$ cat src/rtl/pixel_capture.sv
// Camera byte-stream front end: frames bytes with vsync/href, packs RGB565 pixels,
// tags SOF/EOL and buffers them in a show-ahead FIFO with a valid/ready handshake.
module pixel_capture #(
  parameter int WIDTH      = 640,
  parameter int HEIGHT     = 480,
  parameter int FIFO_DEPTH = 16
) (
  input  logic        clk,
  input  logic        rst,
  input  logic        cap_en,
  input  logic        cam_vsync,
  input  logic        cam_href,
  input  logic        cam_valid,
  input  logic [7:0]  cam_data,
  output logic [15:0] pix_data,
  output logic        pix_sof,
  output logic        pix_eol,
  output logic        pix_valid,
  input  logic        pix_ready,
  output logic [15:0] frame_cnt,
  output logic        ovf,
  output logic        fmt_err
);
  localparam int AW = $clog2(FIFO_DEPTH);
  localparam int CW = AW + 1;
  localparam logic [11:0]   XY_SAT  = 12'hFFF;
  localparam logic [11:0]   W_END   = 12'(WIDTH);
  localparam logic [11:0]   W_LAST  = 12'(WIDTH - 1);
  localparam logic [11:0]   H_END   = 12'(HEIGHT);
  localparam logic [CW-1:0] DEPTH_C = CW'(FIFO_DEPTH);

  typedef enum logic [1:0] {
    SYNC   = 2'd0,
    VBLANK = 2'd1,
    ACTIVE = 2'd2,
    SKIP   = 2'd3
  } state_t;

  state_t         state_r, state_next_s;
  logic           href_d_r;
  logic           phase_r;
  logic [7:0]     hi_r;
  logic [11:0]    x_r, y_r;
  logic [17:0]    mem_r [FIFO_DEPTH];
  logic [AW-1:0]  wr_ptr_r, rd_ptr_r;
  logic [CW-1:0]  count_r, count_next_s;

  logic take_s, eol_evt_s, eof_s, push_req_s, push_s, pop_s, full_s, drop_s;
  logic sof_tag_s, eol_tag_s;

  // Frame state register
  always_ff @(posedge clk or posedge rst) begin
    if (rst) state_r <= SYNC;
    else     state_r <= state_next_s;
  end

  // Next-state logic; SYNC waits for a full blank so a frame in progress at reset is never captured
  always_comb begin
    state_next_s = state_r;
    case (state_r)
      SYNC: begin
        if (cam_vsync) state_next_s = VBLANK;
        else           state_next_s = SYNC;
      end
      VBLANK: begin
        if (!cam_vsync) state_next_s = cap_en ? ACTIVE : SKIP;
        else            state_next_s = VBLANK;
      end
      ACTIVE: begin
        if (cam_vsync) state_next_s = VBLANK;
        else           state_next_s = ACTIVE;
      end
      SKIP: begin
        if (cam_vsync) state_next_s = VBLANK;
        else           state_next_s = SKIP;
      end
      default: state_next_s = SYNC;
    endcase
  end

  // Capture-side events and FIFO handshake decode
  always_comb begin
    take_s     = (state_r == ACTIVE) && cam_valid && cam_href;
    eof_s      = (state_r == ACTIVE) && cam_vsync;
    eol_evt_s  = (state_r == ACTIVE) && !cam_vsync && href_d_r && !cam_href;
    push_req_s = take_s && phase_r;
    pop_s      = pix_valid && pix_ready;
    full_s     = (count_r == DEPTH_C);
    push_s     = push_req_s && (!full_s || pop_s);
    drop_s     = push_req_s && full_s && !pop_s;
    sof_tag_s  = (x_r == 12'd0) && (y_r == 12'd0);
    eol_tag_s  = (x_r == W_LAST);
    case ({push_s, pop_s})
      2'b10:   count_next_s = count_r + CW'(1);
      2'b01:   count_next_s = count_r - CW'(1);
      default: count_next_s = count_r;
    endcase
  end

  // Byte packing, line/frame position tracking and sticky error flags
  always_ff @(posedge clk or posedge rst) begin
    if (rst) begin
      href_d_r  <= 1'b0;
      phase_r   <= 1'b0;
      hi_r      <= 8'd0;
      x_r       <= 12'd0;
      y_r       <= 12'd0;
      frame_cnt <= 16'd0;
      ovf       <= 1'b0;
      fmt_err   <= 1'b0;
    end else begin
      href_d_r <= cam_href;
      if (eof_s) begin
        frame_cnt <= frame_cnt + 16'd1;
        if (y_r != H_END) fmt_err <= 1'b1;
        x_r     <= 12'd0;
        y_r     <= 12'd0;
        phase_r <= 1'b0;
      end else if (eol_evt_s) begin
        // a dangling high byte is discarded and flagged as a short line
        if ((x_r != W_END) || phase_r) fmt_err <= 1'b1;
        x_r     <= 12'd0;
        phase_r <= 1'b0;
        if (y_r != XY_SAT) y_r <= y_r + 12'd1;
      end else if (take_s) begin
        if (!phase_r) begin
          hi_r    <= cam_data;
          phase_r <= 1'b1;
        end else begin
          phase_r <= 1'b0;
          if (x_r != XY_SAT) x_r <= x_r + 12'd1;
        end
      end
      if (drop_s) ovf <= 1'b1;
    end
  end

  // Show-ahead pixel FIFO; storage is cleared on reset so the head reads 0
  always_ff @(posedge clk or posedge rst) begin
    if (rst) begin
      wr_ptr_r  <= '0;
      rd_ptr_r  <= '0;
      count_r   <= '0;
      pix_valid <= 1'b0;
      for (int i = 0; i < FIFO_DEPTH; i++) mem_r[i] <= 18'd0;
    end else begin
      if (push_s) begin
        mem_r[wr_ptr_r] <= {sof_tag_s, eol_tag_s, hi_r, cam_data};
        wr_ptr_r        <= wr_ptr_r + AW'(1);
      end
      if (pop_s) rd_ptr_r <= rd_ptr_r + AW'(1);
      count_r   <= count_next_s;
      pix_valid <= (count_next_s != '0);
    end
  end

  assign {pix_sof, pix_eol, pix_data} = mem_r[rd_ptr_r];

endmodule

$ cat config.mk
export PLATFORM = sky130hd
export DESIGN_NAME = pixel_capture
export DESIGN_NICKNAME = d
export VERILOG_FILES = /design/src/rtl/pixel_capture.sv
export SDC_FILE = /design/constraint.sdc
export NUM_CORES = 1
export LEC_CHECK = 0
export CORE_MARGIN = 1.5
export CORE_UTILIZATION = 65
export CTS_BUF_LIST = sky130_fd_sc_hd__clkbuf_4
export DETAILED_ROUTE_END_ITERATION = 10
export PLACE_DENSITY = 0.9
export SLEW_MARGIN = 20
export SYNTH_ARGS = -nofsm -noshare
export SYNTH_HDL_FRONTEND = slang
export SYNTH_SLANG_ARGS = --single-unit
$ cat constraint.sdc
create_clock -name clk -period 18.7 [get_ports clk]
set_input_delay 1.87 -clock clk [delete_from_list [all_inputs] [get_ports clk]]
set_output_delay 1.87 -clock clk [all_outputs]
set_load 0.02 [all_outputs]
==> Yosys cells after proc, flatten, opt, wreduce, memory -nomap -nowiden <==
Index checks and enable logic that the tools add are counted.
{ "word_totals": {"regBits": 356, "input_bits": 15, "output_inout_bits": 37, "wordCells": 118} }
{ "classes": {"add_sub_neg": 7, "n_lt_le_gt_ge": 3, "eq_ne": 12, "muxes": 29, "n_bitwise": 5, "n_reduce_logical": 33} }
{ "op_table": {"columns": ["op", "n"], "rows": [
  ["bitwise mux 288 bit", 1],
  ["2-to-1 mux 12 bit", 8],
  ["binary-select mux 18 bit (select 4 bit)", 1],
  ["demux 18 bit (select 4 bit)", 1],
  ["2-to-1 mux 18 bit", 3],
  ["adder 12 x 1 -> 12 bit (second input constant)", 2],
  ["zero test 12 bit", 2],
  ["!= test 12 bit (second input constant)", 2],
  ["adder 16 x 1 -> 16 bit (second input constant)", 1],
  ["logical AND 1 bit", 13],
  ["== test 12 x 10 -> 1 bit (second input constant)", 1],
  ["!= test 12 x 10 -> 1 bit (second input constant)", 1],
  ["!= test 12 x 9 -> 1 bit (second input constant)", 1],
  [">= comparator 5 bit (second input constant)", 2],
  ["2-to-1 mux 1 bit", 10],
  ["inverter 4 -> 5 bit", 2],
  ["one-hot mux 5 bit (2 select lines)", 1],
  ["nonzero test 3 bit", 3],
  ["adder 4 x 1 -> 4 bit (second input constant)", 2],
  ["one-hot mux 2 bit (4 select lines)", 1],
  ["== test 2 bit (second input constant)", 3],
  ["2-to-1 mux 2 bit", 3],
  ["AND reduction 3 bit", 2],
  ["nonzero test 2 bit", 3],
  ["other kinds (13)", 20]
]} }

==> Longest topological paths before layout <==
Gate-level depths: netlist (run 1).
{ "depth": {"word_depth": 8, "ltp_mapped": 11} }

==> Worst setup path before layout (run 1) <==
No wires, ideal clock.
{ "synth_path": {"path_kind": "register to output", "start": "reg rd_ptr_r[0]", "end": "out pix_data[10]", "arrival_time_ns": 1.957, "slack_ns": 14.873, "path_stages_with_launch": 4, "n_path_buf": 1, "cell_sequence": "dfrtp_1 -> clkbuf_1 -> mux4_2 -> mux4_2"} }
{ "synth_via": {"elab_chain_len": 4} }
{ "synth_rtl": {"columns": ["item", "line", "text"], "rows": [
  ["start: declaration", "45", "logic [AW-1:0] wr_ptr_r, rd_ptr_r;"],
  ["start signal: assignment", "151", "if (pop_s) rd_ptr_r <= rd_ptr_r + AW'(1);"],
  ["inverter 4 -> 5 bit (not written as such)", "157", "assign {pix_sof, pix_eol, pix_data} = mem_r[rd_ptr_r];"],
  ["binary-select mux 18 bit (select 4 bit)", "157", null],
  ["2-to-1 mux 18 bit (not written as such) (2 in series)", "157", null],
  ["end: declaration", "15", "output logic [15:0] pix_data,"]
]} }
Every way passes these cells. The select of a mux whose other input is x is not followed.

==> Final worst setup path (run 1) <==
{ "layout_path": {"start": "reg rd_ptr_r[0]", "end": "out pix_data[9]"} }
The elaborated chain is that of the path after synthesis.

==> impl_metrics.csv, run 1 <==
group,metric,value,unit
status,status,"finished, final reports clean",
timing,rsz0062_at_grt,"no",
placed_design,numPortBuffers,51,
clock_network,cts-root-buf,"clkbuf_4",
route,first_pass_iters,7,
logic_synthesis,syn_avg_cell_area,15.0,µm²
die,boundaryPins,52,
route,routed_wirelength,36700,µm
timing,tightestPinTransition,0.985,ns
logic_synthesis,ys_top_cells_by_area,"dfrtp_1 53%, mux4_2 12%, mux2_1 9.9%",
logic_synthesis,ys_seq_elements,356,
clock_network,cts_tree,"done",
power_and_ir_drop,power.density,105,nW/µm²
logic_synthesis,yosys.area.top_type,"dfrtp_1",
clock_network,cts_resized,0,
clock_network,cts_max_level,3,
die,num_rows,58,
grt,antenna_found_initial,1,
power_and_ir_drop,leakage,8.96,nW
logic_synthesis,netlist_area,16800,µm²
route,via_per_inst,6.39,
timing,period_minus_slack,5.83,ns
route,vias,10100,
clock_network,post_cts_buffers,0,
die,initial_core_util,66.4,%
die,die_w,164,µm
route,drc,0,
timing,finalMaxSlewViolations,0,
setup_path,cp_max_fo,44,
logic_synthesis,ys_seq_area_share,52.9,%
grt,grt_overflow,0,
clock_network,clk_path_buf_depth,3,
clock_network,cts_made_buffers,90,
logic_synthesis,yosys_warnings,0,
final_layout,fill_cells,1503,
logic_synthesis,ys_async_sr_fraction,100,%
logic_synthesis,synth_nets,1148,
timing,final.period_utilization,31.2,%
final_layout,drive_gt1_share,30.4,%
timing,fin_hold_ws,0.473,ns
final_layout,layout_common_cells,"353 x dfrtp_1, 148 x mux2_1, 131 x clkbuf_4",
die,die_h,164,µm
final_layout,instances_no_fill,1583,
setup_path,critPathCaptureType,"output port",
timing,tns,0,ns
timing,setup-violations-final,0,
logic_synthesis,synth_cells,1122,
hold_path,hold_class,"flip-flop to flip-flop",
clock_network,clk_pin_slew,0.07,ns
logic_synthesis,synthDistinctLibCells,57,
route,detail_route.wl_per_cell,23.2,µm
power_and_ir_drop,power,1.94,mW
logic_synthesis,yosysTopAreaCellShare,52.9,%
clock_network,clock-sinks,356,
placed_design,gp_congestion,0.842,
flow_run,maxCapViolCount,0,
grt,grt_pass1_vias,10900,
placed_design,dp_cells,1433,
timing,slew_headroom,34.3,%
logic_synthesis,synth-edff-count,0,
die,die-area,26900,µm²
logic_synthesis,ys.flop_type,"dfrtp_1",
setup_path,worstSetupPathType,"flip-flop to output port",
final_layout,nNetsFinal,1221,
setup_path,critPathLaunchType,"flip-flop",
setup_path,cp_data_arrival_time,3.96,ns
die,design.core.area,25300,µm²
route,drt_iter0_drc,822,
final_layout,area_growth,9.79,%
timing,fin_ws,12.87,ns
placed_design,dpl_worst_slack,13.51,ns
grt,grt_pass1_wl,59500,µm
timing,fin_worst_skew,0.0579,ns
clock_network,clock_latency,0.70,ns
setup_path,critPathRequiredTime,16.83,ns
power_and_ir_drop,irDropWorstVdd,0.0788,mV
placed_design,dp_hpwl,21400,µm
route,ant_nets,0,
grt,grt_usage,29.3,%
timing,hold_violations,0,
clock_network,cts_hold_buf,0,
final_layout,final_common_cell,"dfrtp_1",
grt,grt_max_degree,108,
timing,fmax,172,MHz
## worst max-delay path, stage by stage (launching register included)
cell             delay [ns]
dfrtp_4                0.81
buf_4                  0.76
mux4_2                 0.60
mux4_2                 0.52
clkdlybuf4s50_1        0.59
## synthesized netlist by cell type, types with 3 or more instances
cell type,instances
a21oi_1,6
dfrtp_1,356
mux2i_1,3
nor3_1,10
nand2b_1,3
inv_1,11
nand4_1,18
ha_1,11
nor4_1,8
mux2_4,76
nand2_1,60
buf_2,26
buf_6,20
nor3b_1,4
nand3_1,16
xnor2_1,34
clkbuf_1,34
nor2_1,35
or3_1,4
xor2_1,8
mux2_2,44
nor2b_1,3
o21ai_0,44
and4_1,4
mux2_1,148
mux4_2,90
nand3_4,8
## logic make-up after synthesis
family,after synthesis,share of synthesized area [%]
AOI/OAI and AO/OA,66,2.37
buffers and inverters,95,3.32
xor gates and xnor gates,42,2.19
muxes,361,31.9
adders and majority gates,11,0.818
and+or+nand+nor,191,6.51
DFF,356,52.9
## state kept, by name, summed over array words and instances (netlist names)
| name | count |
|---|---|
| y_r | 12 |
| frame_cnt | 16 |
| rd_ptr_r | 4 |
| state_r | 2 |
| mem_r | 288 |
| href_d_r | 1 |
| ovf | 1 |
| wr_ptr_r | 4 |
| x_r | 12 |
| hi_r | 8 |
| fmt_err | 1 |
| pix_valid | 1 |
| count_r | 5 |
| phase_r | 1 |
## per-stage QoR
stage	utilization (%)	area [µm²]
2_1_floorplan	-	16800
4_1_cts	72.9	18500
3_5_place_dp	68.5	17400
6_report	72.9	18500
5_1_grt	72.9	18500
3_3_place_gp	68.5	17400
## worst paths after layout
kind                                 endpoint  slack (ns)  depth (start not counted)           from
worst min register to register  frame_cnt[15]        0.47                          1  frame_cnt[15]
max in group asynchronous          mem_r[234]       15.44                          3            rst
min in group asynchronous        frame_cnt[5]        1.70                          2            rst
worst max register to register      mem_r[93]       15.77                          6     state_r[0]
worst max-delay path              pix_data[9]       12.87                          4    rd_ptr_r[0]
worst min-delay path            frame_cnt[15]        0.47                          1  frame_cnt[15]
## report_power, final
group          switching, mW  internal (mW)
Combinational          0.171          0.175
Clock                  0.306          0.346
Sequential             0.110          0.828
## metal layers
metal,up-vias,track usage (%),share of wire (%),wire length (µm)
li1,4316,-,-,-
met1,5323,39.2,41,14900
met2,382,46.7,50,18200
met3,99,6.21,6.4,2360
met4,0,12.9,3.2,1180
met5,-,0,0,0
## final cells by class
| type | count | area [µm²] | share of cell area (%) |
|---|---|---|---|
| Tap cell | 330 | 413 | 2.23 |
| Sequential cell | 356 | 8920 | 48.3 |
| Inverter | 11 | 48.8 | 0.264 |
| Clock buffer | 131 | 983 | 5.32 |
| Clock inverter | 18 | 126 | 0.684 |
| Multi-Input combinational cell | 671 | 7360 | 39.8 |
| Antenna cell | 1 | 2.50 | 0.0135 |
| Timing Repair Buffer | 65 | 623 | 3.37 |
Power figures use the tool's default switching activity.
==> inputs of run 2 (changes only) <==
- CORE_UTILIZATION: 65 -> 58
- PLACE_DENSITY: 0.9 -> 0.85
- clock period: 18.7 -> 5.2 ns (I/O delays scaled with it)
==> run 2 against run 1 <==
  * Combinational power grew to 3.8 times the previous value
  * Critical path depth is the same
  * Global-route usage shrank 3.8 points
  * Total power grew to 3.6 times the previous value
  * Setup slack lost 12 ns
  * Register-to-register slack lost 13 ns
  * Sequential power grew to 3.6 times the previous value
  * Critical path type unchanged
==> impl_metrics.csv, run 2 (synthesized netlist as in run 1, its figures left out) <==
group,metric,value,unit
timing,fmax,233,MHz
clock_network,clock_latency,0.75,ns
clock_network,cts_max_level,3,
clock_network,cts_tree,"done",
timing,final.period_utilization,82.6,%
die,num_rows,62,
setup_path,cp_max_fo,47,
clock_network,clk_pin_slew,0.07,ns
die,design.core.area,28600,µm²
grt,grt_overflow,0,
route,drc,0,
power_and_ir_drop,power,6.97,mW
status,status,"finished, final reports clean",
final_layout,area_growth,10.6,%
final_layout,nNetsFinal,1227,
final_layout,final_common_cell,"dfrtp_1",
clock_network,cts_made_buffers,92,
die,die-area,30000,µm²
grt,grt_max_degree,130,
final_layout,instances_no_fill,1653,
power_and_ir_drop,switching_share,31.3,%
final_layout,final_area,18600,µm²
die,boundaryPins,52,
die,initial_core_util,58.8,%
placed_design,dp_cells,1491,
placed_design,dp_hpwl,21100,µm
route,vias,9986,
grt,use_met2,39.9,%
flow_run,maxCapViolCount,0,
clock_network,cts-root-buf,"clkbuf_4",
placed_design,numPortBuffers,51,
final_layout,layout_common_cells,"354 x dfrtp_1, 148 x mux2_1, 130 x clkbuf_4",
placed_design,place_area,17500,µm²
power_and_ir_drop,internal_power,4.79,mW
power_and_ir_drop,p_sw,2.18,mW
setup_path,critPathCaptureType,"output port",
route,ant_nets,0,
timing,setup-violations-final,0,
grt,grt_pass1_wl,59100,µm
grt,antenna_found_initial,2,
hold_path,hold_class,"primary input to asynchronous set/reset pin",
clock_network,clk_path_buf_depth,3,
power_and_ir_drop,leakage,8.99,nW
timing,hold_violations,0,
timing,fin_hold_ws,0.0724,ns
route,drt_iter0_drc,645,
timing,slew_headroom,33.4,%
final_layout,largest_reg_flops,288,
grt,top_usage_layer,"met2",
placed_design,gp_congestion,0.802,
grt,grt_pass1_vias,10700,
timing,fin_worst_skew,0.0511,ns
final_layout,drive_gt1_share,30.8,%
timing,period_minus_slack,4.29,ns
setup_path,critPathLaunchType,"flip-flop",
timing,finalMaxSlewViolations,0,
clock_network,post_cts_buffers,0,
grt,grt_use_met1,34.9,%
route,first_pass_iters,5,
power_and_ir_drop,pwr-share-clk,33.1,%
clock_network,cts_resized,0,
final_layout,reg_top3,"mem_r: 288 flops, frame_cnt: 16 flops",
route,detail_route.wl_per_cell,22.0,µm
grt,grt_usage,25.5,%
power_and_ir_drop,power.density,375,nW/µm²
setup_path,regToRegSetupSlack,2.43,ns
timing,rsz0062_at_grt,"no",
route,routed_wirelength,36400,µm
final_layout,fin_util,65.0,%
setup_path,critPathRequiredTime,4.68,ns
power_and_ir_drop,seqPwrFrac,48.1,%
clock_network,cts_hold_buf,0,
placed_design,dpl_worst_slack,1.61,ns
timing,tns,0,ns
clock_network,clock-sinks,356,
timing,tightestPinTransition,0.989,ns
power_and_ir_drop,combPwrFrac,18.8,%
power_and_ir_drop,irDropWorstVdd,0.259,mV
die,die_h,173,µm
route,via_per_inst,6.04,
final_layout,regMostFlops,"mem_r",
setup_path,cp_data_arrival_time,3.77,ns
die,die_w,173,µm
grt,gr-usage-met3,5.92,%
timing,fin_ws,0.906,ns
setup_path,worstSetupPathType,"flip-flop to output port",
run 2: power groups by stage:
stage / Combinational [mW] / Sequential, mW / Clock (mW)
after floorplan: 1.16 / 3.16 / 0
after global routing: 1.41 / 3.40 / 2.51
after CTS: 1.32 / 3.35 / 2.36
final: 1.31 / 3.35 / 2.31
after detailed placement: 1.31 / 3.40 / 0
after global placement: 1.28 / 3.38 / 0
run 2: path summary, 6_finish.rpt:
path	from	to	depth (start not counted)
worst max-delay path	rd_ptr_r[0]	pix_data[0]	4
worst min-delay path	rst	mem_r[161]	2
worst max register to register	state_r[0]	mem_r[49]	5
worst min register to register	frame_cnt[15]	frame_cnt[15]	1
max in group asynchronous	rst	mem_r[46]	3
min in group clk	cap_en	state_r[0]	4
run 2: area by class of cell:
| type | instances | area [µm²] |
|---|---|---|
| clock buffer | 130 | 976 |
| antenna | 1 | 2.50 |
| clock inverter | 31 | 139 |
| tap | 384 | 480 |
| multi-input combinational | 671 | 7360 |
| sequential | 356 | 8920 |
| inverter | 11 | 45.0 |
| fill | 1950 | 10000 |
| timing repair buffer | 69 | 683 |
run 2: routing by layer:
metal	part of all wire [%]	up-vias	wire length [µm]
li1	-	4336	-
met1	42	5201	15300
met2	48	342	17500
met3	6.5	105	2360
met4	3.3	2	1180
met5	0.036	-	13
run 2: critical path, stage by stage (launching register included):
cell and delay [ns]:
dfrtp_4 1.04, buf_4 0.41, mux4_2 0.53, mux4_2 0.50, clkdlybuf4s50_1 0.56
==> inputs of run 3 (changes only) <==
- CORE_UTILIZATION: 58 -> 64
- PLACE_DENSITY: 0.85 -> 0.89
- clock period: 5.2 -> 4.25 ns (I/O delays scaled with it)
==> run 3 against run 2 <==
  * Register-to-register slack worse by 0.89 ns
  * Sequential share of layout area down 0.15 points
  * Clock-buffer cell count up 3
  * Hold slack better by 0.11 ns
  * Via count up 2.7%
  * Non-clock buffer count up 1
  * Critical path type unchanged
  * Critical endpoint is now pix_data[4]
  * Largest power group unchanged
==> impl_metrics.csv, run 3 (synthesized netlist as in run 1, its figures left out) <==
group,metric,value,unit
route,routed_wirelength,38800,µm
setup_path,rr_endpoint,"mem_r[45]",
grt,grt_usage,30.2,%
die,die_h,165,µm
final_layout,layout_common_cells,"354 x dfrtp_1, 148 x mux2_1, 133 x clkbuf_4",
clock_network,clock-sinks,356,
die,die_w,165,µm
timing,finalMaxSlewViolations,0,
route,detail_route.wl_per_cell,24.3,µm
die,design.core.area,25900,µm²
route,via_per_inst,6.42,
clock_network,clk_path_buf_depth,3,
placed_design,gp_congestion,0.827,
power_and_ir_drop,power.density,472,nW/µm²
placed_design,dp_hpwl,21800,µm
clock_network,cts-root-buf,"clkbuf_4",
setup_path,critPathLaunchType,"flip-flop",
setup_path,regToRegSetupSlack,1.54,ns
final_layout,nNetsFinal,1226,
final_layout,area_growth,10.9,%
final_layout,reg_top3,"mem_r: 288 flops, frame_cnt: 16 flops",
clock_network,cts_hold_buf,0,
setup_path,critical-path-slowest-cell,"dfrtp_4",
setup_path,path_cells,"buf_4 > mux4_2 > mux4_2 > clkdlybuf4s50_1",
power_and_ir_drop,irDropWorstVdd,0.300,mV
setup_path,critPathRequiredTime,3.83,ns
setup_path,crit_path_frequent_cell,"mux4_2",
timing,final.period_utilization,92.3,%
timing,fmax,255,MHz
setup_path,critPathCaptureType,"output port",
grt,antenna_found_initial,2,
hold_path,hold_class,"primary input to asynchronous set/reset pin",
power_and_ir_drop,leakage,9.04,nW
route,drc,0,
timing,rsz0062_at_grt,"no",
setup_path,cp_data_arrival_time,3.50,ns
final_layout,largest_reg_flops,288,
final_layout,instances_no_fill,1598,
die,num_rows,59,
timing,slew_headroom,33.9,%
route,ant_nets,0,
route,vias,10300,
grt,grt_overflow,0,
route,drt_iter0_drc,824,
setup_path,timing.rr.start,"state_r[0]",
clock_network,clock_latency,0.73,ns
route,first_pass_iters,5,
setup_path,cp-startpoint,"rd_ptr_r[0]",
placed_design,dp_cells,1443,
clock_network,cts_max_level,3,
timing,fin_worst_skew,0.0441,ns
flow_run,maxCapViolCount,0,
timing,setup-violations-final,0,
status,status,"finished, final reports clean",
placed_design,numPortBuffers,51,
setup_path,worstSetupPathType,"flip-flop to output port",
setup_path,rr_worst_depth,5,
setup_path,cp-endpoint,"pix_data[4]",
clock_network,cts_tree,"done",
grt,grt_pass1_wl,61700,µm
clock_network,clk_pin_slew,0.07,ns
setup_path,cp_max_fo,30,
final_layout,regMostFlops,"mem_r",
power_and_ir_drop,power,8.80,mW
die,boundaryPins,52,
timing,hold_violations,0,
clock_network,post_cts_buffers,0,
final_layout,final_common_cell,"dfrtp_1",
die,die-area,27300,µm²
die,initial_core_util,64.9,%
clock_network,cts_made_buffers,90,
setup_path,crit_path_max_incr_delay,0.81,ns
final_layout,drive_gt1_share,30.8,%
grt,grt_max_degree,101,
timing,tightestPinTransition,0.991,ns
timing,tns,0,ns
timing,period_minus_slack,3.92,ns
grt,grt_pass1_vias,11100,
clock_network,cts_resized,0,
run 3: cell count changes in the layout (fill, tap and decap cells not counted), moves of 2 or more:
cell and change:
inv_2 -2, buf_4 -2, bufinv_16 +4, clkinv_2 -7, buf_12 +3, clkbuf_4 +3, clkinv_1 -5
run 3: layer usage:
layer	vias up	GRT usage, %	part of all wire, %
li1	4332	-	-
met1	5283	39.3	39
met2	488	47.6	49
met3	154	6.99	7.7
met4	0	16.2	4.3
met5	-	0	0
run 3: final cells by class:
cell class                      count  area (µm²)
Sequential cell                   356        8920
Inverter                           11        45.0
Fill cell                        1530        7250
Timing Repair Buffer               70         728
Tap cell                          335         419
Antenna cell                        2        5.00
Clock buffer                      133         998
Clock inverter                     20         190
Multi-Input combinational cell    671        7360
run 3: worst min-delay path by stage:
stage / endpoint / slack [ns] / cells after the start
after floorplan: mem_r[178] / 0.44 / 2
after global placement: mem_r[178] / 0.46 / 2
after detailed placement: mem_r[160] / 0.47 / 2
after CTS: mem_r[219] / 0.16 / 2
after global routing: mem_r[111] / 0.20 / 2
final: mem_r[201] / 0.18 / 2
run 3: critical path: cells and delay by family (launching register included):
family,cells,cell delay (ns)
muxes,2,1.05
DFF,1,0.81
buffers and inverters,2,0.92
run 3: power by group:
| part | internal [mW] | total [mW] | switching, mW |
|---|---|---|---|
| sequential | 3.64 | 4.11 | 0.468 |
| combinational | 0.819 | 1.63 | 0.807 |
| clock | 1.67 | 3.07 | 1.40 |
| total | 6.13 | 8.80 | 2.67 |
run 3: per-stage QoR:
stage                     setup slack [ns]  utilization, %  hold slack, ns  cell area [µm²]
after detailed placement              1.04            67.4           0.466            17500
after floorplan                     -0.945               -           0.444            16800
after CTS                            0.260            72.0           0.156            18700
final                                0.329            72.0           0.182            18700
after global routing                 0.194            72.0           0.201            18700
after global placement                1.08            67.4           0.458            17500
